===== config.mk =====
export PLATFORM = sky130hd
export DESIGN_NAME = ram_stream_reader
export DESIGN_NICKNAME = d
export VERILOG_FILES = /design/src/rtl/ram_stream_reader.sv
export SDC_FILE = /design/constraint.sdc
export NUM_CORES = 1
export LEC_CHECK = 0
export CAP_MARGIN = 20
export CORE_ASPECT_RATIO = 0.5
export CORE_MARGIN = 2
export CORE_UTILIZATION = 45
export CTS_BUF_LIST = sky130_fd_sc_hd__clkbuf_16
export DETAILED_ROUTE_END_ITERATION = 6
export PLACE_DENSITY = 0.71
export SLEW_MARGIN = 10
export SYNTH_ARGS = -nofsm -noshare
export SYNTH_HDL_FRONTEND = slang
export SYNTH_SLANG_ARGS = --single-unit

===== constraint.sdc =====
create_clock -name clk -period 2.7 [get_ports clk]
set_input_delay 0.405 -clock clk [delete_from_list [all_inputs] [get_ports clk]]
set_output_delay 0.405 -clock clk [all_outputs]
set_load 0.1 [all_outputs]

===== src/rtl/ram_stream_reader.sv =====
// Streams a contiguous run of words out of a registered-read RAM as a valid/ready stream with last marking.
// Optional build macro RAM_STREAM_READER_REVERSE_EN walks the run from its top address down to base_addr.
module ram_stream_reader #(
    parameter int WIDTH  = 64,
    parameter int ADDR_W = 6
) (
    input  logic              clk,
    input  logic              rst,
    input  logic              start,
    input  logic [ADDR_W-1:0] base_addr,
    input  logic [ADDR_W:0]   num_words,
    output logic              busy,
    output logic              done,
    output logic [ADDR_W-1:0] rdaddress,
    input  logic [WIDTH-1:0]  q,
    output logic [WIDTH-1:0]  m_data,
    output logic              m_valid,
    output logic              m_last,
    input  logic              m_ready
);

    localparam logic [1:0] S_IDLE  = 2'd0;
    localparam logic [1:0] S_ISSUE = 2'd1;
    localparam logic [1:0] S_DRAIN = 2'd2;
    localparam logic [1:0] S_DONE  = 2'd3;

    localparam logic [ADDR_W:0]   CNT_ONE  = {{ADDR_W{1'b0}}, 1'b1};
    localparam logic [ADDR_W-1:0] ADDR_ONE = {{(ADDR_W-1){1'b0}}, 1'b1};

    logic [1:0]        state_q, state_d;
    logic [ADDR_W:0]   count_q, count_d;
    logic [ADDR_W:0]   issued_q, issued_d;
    logic [ADDR_W-1:0] rdaddress_q, rdaddress_d;
    logic [1:0]        flight_q, flight_d;
    logic [1:0]        tag_q, tag_d;
    logic [WIDTH-1:0]  mem_q [3];
    logic [WIDTH-1:0]  mem_d [3];
    logic              last_q [3];
    logic              last_d [3];
    logic [1:0]        wr_ptr_q, wr_ptr_d;
    logic [1:0]        rd_ptr_q, rd_ptr_d;
    logic [1:0]        occ_q, occ_d;

    logic              push;
    logic              pop;
    logic              issue;
    logic              issue_last;
    logic              issue_ok;
    logic [2:0]        load;
    logic [ADDR_W-1:0] first_addr;
    logic [ADDR_W-1:0] step_addr;

    function automatic logic [1:0] ptr_inc(input logic [1:0] p);
        return (p == 2'd2) ? 2'd0 : p + 2'd1;
    endfunction

`ifdef RAM_STREAM_READER_REVERSE_EN
    assign first_addr = base_addr + num_words[ADDR_W-1:0] - ADDR_ONE;
    assign step_addr  = rdaddress_q - ADDR_ONE;
`else
    assign first_addr = base_addr;
    assign step_addr  = rdaddress_q + ADDR_ONE;
`endif

    // Stream handshake: a beat transfers when m_valid & m_ready; m_valid and m_data hold until then.
    assign m_valid = (occ_q != 2'd0);
    assign pop     = m_valid & m_ready;
    assign push    = flight_q[1];

    // Buffered plus in-flight words may never exceed the three FIFO slots.
    assign load     = {1'b0, occ_q} + {2'b00, flight_q[0]} + {2'b00, flight_q[1]};
    assign issue_ok = (load <= (pop ? 3'd3 : 3'd2));

    always_comb begin
        state_d     = state_q;
        count_d     = count_q;
        issued_d    = issued_q;
        rdaddress_d = rdaddress_q;
        flight_d    = {flight_q[0], 1'b0};
        tag_d       = {tag_q[0], 1'b0};
        mem_d       = mem_q;
        last_d      = last_q;
        wr_ptr_d    = wr_ptr_q;
        rd_ptr_d    = rd_ptr_q;
        issue       = 1'b0;
        issue_last  = 1'b0;
        occ_d       = occ_q + {1'b0, push} - {1'b0, pop};

        case (state_q)
            S_IDLE: begin
                if (start) begin
                    count_d = num_words;
                    if (num_words == '0) begin
                        state_d = S_DONE;
                    end else begin
                        // First read goes out in the start cycle so rdaddress is valid one cycle later.
                        issue       = 1'b1;
                        rdaddress_d = first_addr;
                        issued_d    = CNT_ONE;
                        issue_last  = (num_words == CNT_ONE);
                        state_d     = S_ISSUE;
                    end
                end
            end
            S_ISSUE: begin
                if ((issued_q != count_q) && issue_ok) begin
                    issue       = 1'b1;
                    rdaddress_d = step_addr;
                    issued_d    = issued_q + CNT_ONE;
                    issue_last  = (issued_d == count_q);
                end
                if (issued_d == count_q) begin
                    state_d = S_DRAIN;
                end
            end
            S_DRAIN: begin
                if ((occ_d == 2'd0) && !flight_q[0]) begin
                    state_d = S_DONE;
                end
            end
            default: begin
                state_d = S_IDLE;
            end
        endcase

        if (issue) begin
            flight_d[0] = 1'b1;
            tag_d[0]    = issue_last;
        end
        if (push) begin
            mem_d[wr_ptr_q]  = q;
            last_d[wr_ptr_q] = tag_q[1];
            wr_ptr_d         = ptr_inc(wr_ptr_q);
        end
        if (pop) begin
            rd_ptr_d = ptr_inc(rd_ptr_q);
        end
    end

    always_ff @(posedge clk) begin
        if (rst) begin
            state_q     <= S_IDLE;
            count_q     <= '0;
            issued_q    <= '0;
            rdaddress_q <= '0;
            flight_q    <= '0;
            tag_q       <= '0;
            wr_ptr_q    <= '0;
            rd_ptr_q    <= '0;
            occ_q       <= '0;
            for (int i = 0; i < 3; i++) begin
                mem_q[i]  <= '0;
                last_q[i] <= 1'b0;
            end
        end else begin
            state_q     <= state_d;
            count_q     <= count_d;
            issued_q    <= issued_d;
            rdaddress_q <= rdaddress_d;
            flight_q    <= flight_d;
            tag_q       <= tag_d;
            wr_ptr_q    <= wr_ptr_d;
            rd_ptr_q    <= rd_ptr_d;
            occ_q       <= occ_d;
            for (int i = 0; i < 3; i++) begin
                mem_q[i]  <= mem_d[i];
                last_q[i] <= last_d[i];
            end
        end
    end

    assign busy      = (state_q != S_IDLE);
    assign done      = (state_q == S_DONE);
    assign rdaddress = rdaddress_q;
    assign m_data    = m_valid ? mem_q[rd_ptr_q] : '0;
    assign m_last    = m_valid & last_q[rd_ptr_q];

endmodule


==> impl_metrics.yaml <==
status:
  status: "complete, no violations"
clock_network:
  numClockSinks: 227
  postCtsSetupBuffers: 0
  cts_tree: "yes"
  cts_buffers: 21
  cts-root-buf: "clkbuf_16"
  clockBufferDepth: 3
  clock_latency_ns: 0.51
  htree_levels: 1
  cts-hold-fix-buffers: 0
  path_clk_slew_ns: 0.06
setup_path:
  crit_arrival_ns: 2.93
  reg2reg_from: "flight_q[1]"
  endpoint_kind: "register"
  critical_path_required_ns: 3.08
  startpoint_type: "register"
  critical_path_class: "register to register"
  crit_start: "flight_q[1]"
  worstPathMaxFanout: 5
die:
  rows: 38
  die_area_um2: 23870
  start_util_pct: 46.35
  die_height_um: 110.3
  core_um2: 21920
  die_w_um: 216.5
  num_io_pins: 155
grt:
  grt_usage_pct: 23.87
  grt_overflow: 0
  grt_pass1_wl_um: 46600
  antenna_found_initial: 0
  grt_pass1_vias: 9497
  grt_max_degree: 81
synthesis:
  yosysWarnings: 0
  synth-simple-area-share_pct: 24.63
  yosys.area_share.xor_xnor_pct: 1.022
  synth-seq-cells: 227
  ys.flop_type: "dfxtp_1"
  synth_edf_count: 0
  avgSynthCellArea_um2: 7.330
  synth_adder_area_share_pct: 1.552
  synthMuxAreaShare_pct: 6.749
  synth_top_family_by_area: "simple AND/OR/NAND/NOR gates"
  syn_nets: 1479
  yosys.cell_types.count: 56
  syn_area_um2: 10160
  ys_seq_area_share_pct: 44.73
  async_flop_share_pct: 0
  synthCells: 1386
  synth_compound_area_share_pct: 16.98
layout:
  antenna_cells: 0
  fin_nets: 1590
  drive_above_1_share_pct: 16.28
  area_delta_synth_final_pct: 34.04
  mostFrequentLayoutCell: "nand2_1"
  final_cell_mix: "nand2_1, a21oi_1, dfxtp_1, nor2_1, clkdlybuf4s50_1"
drt:
  drtIter0Drc: 801
  drc_errors: 0
  drt-total-wl_um: 28530
  ant_nets: 0
  firstDrtPassIters: 6
  vias: 9728
  routedWlPerCell_um: 15.75
  vias_per_cell: 5.372
timing:
  finalSetupViolCount: 0
  fin_tns_setup_ns: 0
  layout_min_cycle_time_ns: 2.549
  whs_ns: 0.3684
  rsz0062_at_grt: "false"
  worst-slew-pin-transition_ns: 0.8363
  fmax_mhz: 392.3
  fin_crit_sh_pct: 94.42
  skew_ns: 0.01836
  hold_viol: 0
  max-slew-margin-rel_pct: 44.24
  slew_viol_final: 0
place:
  finalWeightedCongestion: 0.8696
  io_buffers: 154
  dpl.hpwl_um: 18040
power:
  peakVddDrop_mv: 0.6793
  total_power_mw: 9.992
  p_leak_nw: 4.630
  p_per_area_nw_per_um2: 733.7
min_path:
  hp-class: "input pin to register"
  holdCritStartpoint: "rst"
run:
  cap_violations: 0
final timing paths:
path / endpoint / slack (ns) / cells past startpoint
min reg2reg: mem_q[164] / 0.45 / 2
max: state_q[1] / 0.15 / 10
max reg2reg: state_q[1] / 0.15 / 10
min: rd_ptr_q[0] / 0.37 / 2
timing repair:
action / CTS / global route
setup endpoints to repair: 17 / 16
gates resized for setup: 1 / 13
pin swaps: 0 / 5
critical path, stage by stage (launching register included):
cell and delay, ns:
dfxtp_2 0.33, inv_1 0.07, fa_2 0.60, ha_4 0.21, nor3b_4 0.23, nor2_4 0.08, o221ai_2 0.06, a32oi_1 0.13
a311oi_2 0.25, a22o_2 0.19, mux2_4 0.29
Yosys cell counts, types with 4 or more instances:
| cell | number | area [um2] |
|---|---|---|
| nand2_1 | 422 | 1584 |
| nand3_1 | 12 | 60.06 |
| a22oi_1 | 4 | 30.03 |
| ha_1 | 11 | 137.6 |
| clkbuf_1 | 81 | 304.0 |
| dfxtp_1 | 227 | 4544 |
| nor3_1 | 5 | 25.02 |
| inv_1 | 12 | 45.04 |
| nor2_1 | 154 | 578.1 |
| a21oi_1 | 285 | 1426 |
| o21ai_0 | 10 | 50.05 |
| buf_1 | 19 | 71.32 |
| xnor2_1 | 7 | 61.31 |
| mux2i_1 | 67 | 670.6 |
| nor2b_1 | 5 | 31.28 |
| or2_2 | 6 | 37.54 |
through the flow:
step / setup WS, ns / cells / cell area, um2 / util, %
6_report: 0.1507 / 1811 / 13620 / 62.13
5_1_grt: 0.01443 / 1811 / 13620 / 62.13
4_1_cts: -0.01291 / 1811 / 13560 / 61.87
3_5_place_dp: -0.1777 / 1774 / 12910 / 58.91
3_3_place_gp: -0.1583 / 1774 / 12910 / 58.91
2_1_floorplan: -0.2402 / 1386 / 10370 / -
where the power goes:
group	switching [mW]	total [mW]	internal [mW]	leakage, nW
Combinational	2.21	3.40	1.18	2.46
Sequential	0.170	3.73	3.56	1.84
Clock	1.26	2.87	1.60	0.328
Total	3.65	9.99	6.34	4.63
layout make-up:
cell class	instances	area, um2
multi-input combinational	1044	5464
inverter	12	51.30
fill	1886	8300
clock inverter	16	121.4
clock buffer	21	525.5
timing repair buffer	191	2527
tap	300	375.4
sequential	227	4553
cell families (layout without fill, tap and decap cells):
group                    after synthesis  count (layout)
AO/OA/AOI/OAI                        324             324
XOR/XNOR                              11              11
adder cells (fa/ha/maj)               12              12
buffers and inverters                115             240
flip-flops                           227             227
multiplexers                          68              68
AND/OR/NAND/NOR                      629             629
state kept, by name, indices dropped and copies added, names as in the netlist:
| signal | flops |
|---|---|
| occ_q | 2 |
| rdaddress | 6 |
| last_q | 3 |
| issued_q | 7 |
| mem_q | 192 |
| wr_ptr_q | 2 |
| flight_q | 2 |
| count_q | 7 |
| state_q | 2 |
| rd_ptr_q | 2 |
| tag_q | 2 |
layer usage:
| metal | share of wire, % | up-vias | GRT usage [%] | wire (um) |
|---|---|---|---|---|
| met5 | 0 | - | 0 | 0 |
| met4 | 1.5 | 0 | 5.528 | 416 |
| met3 | 5.4 | 36 | 3.073 | 1552 |
| met2 | 48 | 273 | 41.92 | 13620 |
| met1 | 45 | 4633 | 31.72 | 12930 |
| li1 | - | 4786 | - | - |
Power figures use the tool's default switching activity.
